==> src/rtl/sw_debounce.sv <==
// Switch conditioner: two-flop synchronizer, per-bit stability counter, and
// registered one-cycle rise/fall strobes aligned with the debounced level.
module sw_debounce #(
  parameter int WIDTH        = 3,
  parameter int STABLE_COUNT = 1_000_000
) (
  input  logic             clk,
  input  logic             rst,
  input  logic [WIDTH-1:0] sw_in,
  output logic [WIDTH-1:0] sw_db,
  output logic [WIDTH-1:0] sw_rise,
  output logic [WIDTH-1:0] sw_fall,
  output logic             any_change
);

  localparam int            CW   = $clog2(STABLE_COUNT + 1);
  localparam logic [CW-1:0] LAST = CW'(STABLE_COUNT - 1);

  logic [WIDTH-1:0] q1;
  logic [WIDTH-1:0] q2;
  logic [CW-1:0]    cnt [WIDTH];
  logic [WIDTH-1:0] flip;

  // A bit flips on the cycle its mismatch run reaches STABLE_COUNT samples.
  always_comb begin
    flip = '0;
    for (int i = 0; i < WIDTH; i++) begin
      flip[i] = (q2[i] != sw_db[i]) && (cnt[i] == LAST);
    end
  end

  always_ff @(posedge clk or posedge rst) begin
    if (rst) begin
      q1         <= '0;
      q2         <= '0;
      sw_db      <= '0;
      sw_rise    <= '0;
      sw_fall    <= '0;
      any_change <= 1'b0;
      for (int i = 0; i < WIDTH; i++) begin
        cnt[i] <= '0;
      end
    end else begin
      q1         <= sw_in;
      q2         <= q1;
      sw_db      <= sw_db ^ flip;
      sw_rise    <= flip & ~sw_db;
      sw_fall    <= flip & sw_db;
      any_change <= |flip;
      for (int i = 0; i < WIDTH; i++) begin
        if ((q2[i] == sw_db[i]) || flip[i]) begin
          cnt[i] <= '0;
        end else begin
          cnt[i] <= cnt[i] + CW'(1);
        end
      end
    end
  end

endmodule

==> config.mk <==
export PLATFORM = sky130hd
export DESIGN_NAME = sw_debounce
export DESIGN_NICKNAME = d
export VERILOG_FILES = /design/src/rtl/sw_debounce.sv
export SDC_FILE = /design/constraint.sdc
export NUM_CORES = 1
export LEC_CHECK = 0
export BUFFER_PORTS_ARGS = -buffer_cell sky130_fd_sc_hd__buf_2
export CORE_MARGIN = 2
export CORE_UTILIZATION = 46
export DETAILED_ROUTE_END_ITERATION = 10
export GPL_TIMING_DRIVEN = 0
export HOLD_SLACK_MARGIN = 0.08
export PLACE_DENSITY_LB_ADDON = 0.15
export SYNTH_ARGS = -nofsm -noshare
export SYNTH_HDL_FRONTEND = slang
export SYNTH_SLANG_ARGS = --single-unit
export TNS_END_PERCENT = 50
==> constraint.sdc <==
create_clock -name clk -period 3.2 [get_ports clk]
set_input_delay 0.32 -clock clk [delete_from_list [all_inputs] [get_ports clk]]
set_output_delay 0.32 -clock clk [all_outputs]
set_load 0.03 [all_outputs]
==> summary.txt <==
Outcome
  • Run status: finished, final reports clean

Route
  • Routed vias/inst: between 5 and 6
  • DRT iter0 DRCs: 175
  • DR DRC count: 0
  • First drt pass iteration count: 4
  • WL/cell: 13.9 µm
  • Via count: 2654
  • Routed Antenna Nets: 0
  • WL final: about 6.8 mm

Clocking
  • Root Buffer: clkbuf_8
  • Clock buffer count from CTS: 9
  • Post-CTS setup buffers: 0
  • Reg clk slew, reported paths: 0.07 ns
  • Clock sinks: 76
  • Clock buffer depth: 2
  • H-tree lvl count: 3
  • Clock latency on the worst-skew pair: 0.35 ns
  • CTS tree: built

Yosys
  • Synth Net Count: approximately 360
  • Xor/xnor share of the synthesized area: 8.87%
  • Sequential cell area fraction in the yosys report: 53.5%
  • Multiplexer share of the synthesized area: 0.951%
  • Seq cells post-synth: 76
  • Syn avg cell area: 10.2 µm²
  • Post-Synthesis Cells: 350
  • Warnings from Yosys: 0
  • Netlist cell types: 39
  • Main combinational cell family by area after synthesis: simple AND/OR/NAND/NOR gates
  • Post-synth top area share: 53.5%
  • Number of synthesized flops with an enable pin: 0
  • Leading area contributor after synthesis: dfrtp_1
  • Syn Std Cell Area: between 3000 and 4000 µm²
  • Synth Area in Simple Gates: 24.3%
  • Synth Area in Compound Gates: 7.68%
  • Post-synth ARST share: between 90% and 100%
  • Synth area leaders: dfrtp_1 (54%), xnor2_1 (6.4%), nor2_1 (4.3%)
  • Top FF cell, synth: dfrtp_1
  • Post-synthesis adder-cell area fraction: between 1 and 1.5%

Die
  • Die Ht: 91.9 µm
  • Initial core utilization: 46.7%
  • FP Rows: 32
  • Die width: between 90 and 100 µm
  • Core Box Area: 7610 µm²
  • I/O pin count: 15
  • Die Area: around 8400 µm²

GRT
  • First-pass GRT wire length: 12.1 mm
  • GRT Overall Usage: between 10% and 20%
  • Antenna violations before repair: 0
  • Largest net degree at the start of global routing: 65
  • Met2 usage: 26.5%
  • Congestion Overflow GR: 0
  • Met3 GRT Util: 3.37%
  • GR peak layer: met2
  • Vias in the first global route: 2600
  • Met1 Track Usage GR: 25.5%

Flow run
  • Max_cap viols: 0

Timing
  • Clock Skews: 0.00884 ns
  • Worst Tran Pin Value: 0.677 ns
  • Rel. slew slack: a little over half
  • Final Max Slew Viols: 0
  • Post-layout min period: 2.29 ns
  • Unrepaired setup endpoints after global routing: no
  • Final Hold Vio Count: 0
  • Final period util: 71.6%
  • Maximum operating frequency: 0.436 GHz
  • Min Hold Slack: 0.0922 ns
  • Setup violations, final: 0

Finish
  • Post-Layout Cell Count: 486
  • NumNets Final: 387
  • Ant diodes: 0
  • P&R area growth vs syn: 14.7%
  • Ratio of cells with drive above 1 in the final layout: a little over an eighth

Place
  • HPWL Detailed: 4.50 mm
  • Final Wtd Congestion: 0.795
  • Placed cells: 467
  • Port Buffer Count: 14

Setup path
  • Launching element type of the critical path: register
  • Required time worst endpoint: 3.43 ns
  • Worst Path Arrival: 2.52 ns
  • CP Max Fanout: 10
  • Crit path kind: register to register
  • CP Capture Type: register

Pwr
  • VDD IR max: 251 µV
  • Power Density: 495 nW/µm²
  • Leakage power: roughly 0.0017 µW

Worst hold path
  • Hold Crit Class: primary input to register
## kinds of logic after synthesis
logic type,after synthesis
DFF,76
adders and majority gates,3
xor gates and xnor gates,36
and+or+nand+nor,159
buffers and inverters,27
AOI/OAI and AO/OA,46
muxes,3
## sequential cells by signal, indices dropped and copies added, names as in the netlist, named ones only
signal / cells
sw_fall: 3
any_change: 1
cnt: 60
q1: 3
q2: 3
sw_rise: 3
## critical path, cell delays in order, from the launching register on
cell	delay (ns)
dfrtp_1	0.45
or4_1	0.54
nor4_1	0.54
a21bo_2	0.22
buf_4	0.17
buf_4	0.19
nor2_1	0.06
## layout by cell type (no fill, tap or decap), types with 3 or more instances in the layout
cell	n
or4_1	13
xnor2_1	26
or3_1	12
nor3b_1	6
clkbuf_1	6
dlygate4sd3_1	3
mux2_2	3
a21oi_1	20
buf_2	18
clkbuf_8	10
inv_1	14
and3_1	4
xor2_1	10
nor3_1	12
nor2_1	41
ha_1	3
dfrtp_1	76
nand3_1	19
o21ai_0	14
nand2_1	20
bufinv_16	4
nor4_1	9
o31ai_1	6
nand4_1	9
## layout make-up
type / instances / area [µm²]
clock buffers: 12 / 145
inverters: 15 / 58.8
fillers: 695 / 3530
clock inverters: 4 / 120
multi-input cells: 247 / 1520
well taps: 102 / 128
plain buffers: 12 / 72.6
repair buffers: 18 / 128
flip-flops and latches: 76 / 1900
## timing repair
action / in CTS / in global routing
gates resized for setup: 0 / 0
hold endpoints to repair: 14 / 0
hold buffers: 3 / 0
## power breakdown
group          total [µW]  switching (µW)  internal (µW)
logic                66.4            42.9           23.4
registers             986            13.6            973
clock network         964             344            620
total                2020             401           1620
## synth_stat cells (2+ instances only)
master / count
a21oi_1: 20
a31o_2: 2
and3_1: 4
buf_2: 4
buf_4: 2
buf_6: 2
clkbuf_1: 4
dfrtp_1: 76
ha_1: 3
inv_1: 15
mux2_2: 3
nand2_1: 20
nand3_1: 19
nand3_2: 2
nand4_1: 9
nand4b_1: 2
nor2_1: 41
nor3_1: 12
nor3b_1: 6
nor4_1: 9
nor4b_1: 2
o21ai_0: 14
o31ai_1: 6
or3_1: 12
or4_1: 13
xnor2_1: 26
xor2_1: 10
## metrics by stage
stage               power, µW  utilization [%]  setup WS, ns  cell area (µm²)  setup TNS (ns)
detailed placement       1070             49.7         0.901             3780               0
CTS                      2040             53.6         0.881             4080               0
global route             2090             53.6         0.653             4080               0
global placement         1060             49.3       -0.0154             3750          -0.892
finish                   2020             53.6         0.908             4080               0
floorplan                1050                -         0.942             3550               0
## routing by layer
layer	up-vias	wire [µm]	part of all wire (%)
li1	1298	-	-
met1	1299	3400	50
met2	43	2960	44
met3	14	233	3.5
met4	0	156	2.3
met5	-	0	0
## worst paths after layout
kind                                        start           endpoint  slack [ns]  cells past startpoint
worst max-delay path            cnt[46]$_DFF_PP0_  cnt[49]$_DFF_PP0_        0.91                      6
worst min-delay path                     sw_in[1]    q1[1]$_DFF_PP0_        0.09                      1
worst max register to register  cnt[46]$_DFF_PP0_  cnt[49]$_DFF_PP0_        0.91                      6
worst min register to register    q1[0]$_DFF_PP0_    q2[0]$_DFF_PP0_        0.35                      0
max in group asynchronous                     rst    q1[1]$_DFF_PP0_        2.21                      4
min in group asynchronous                     rst  cnt[51]$_DFF_PP0_        0.43                      3
Power figures use the tool's default switching activity.
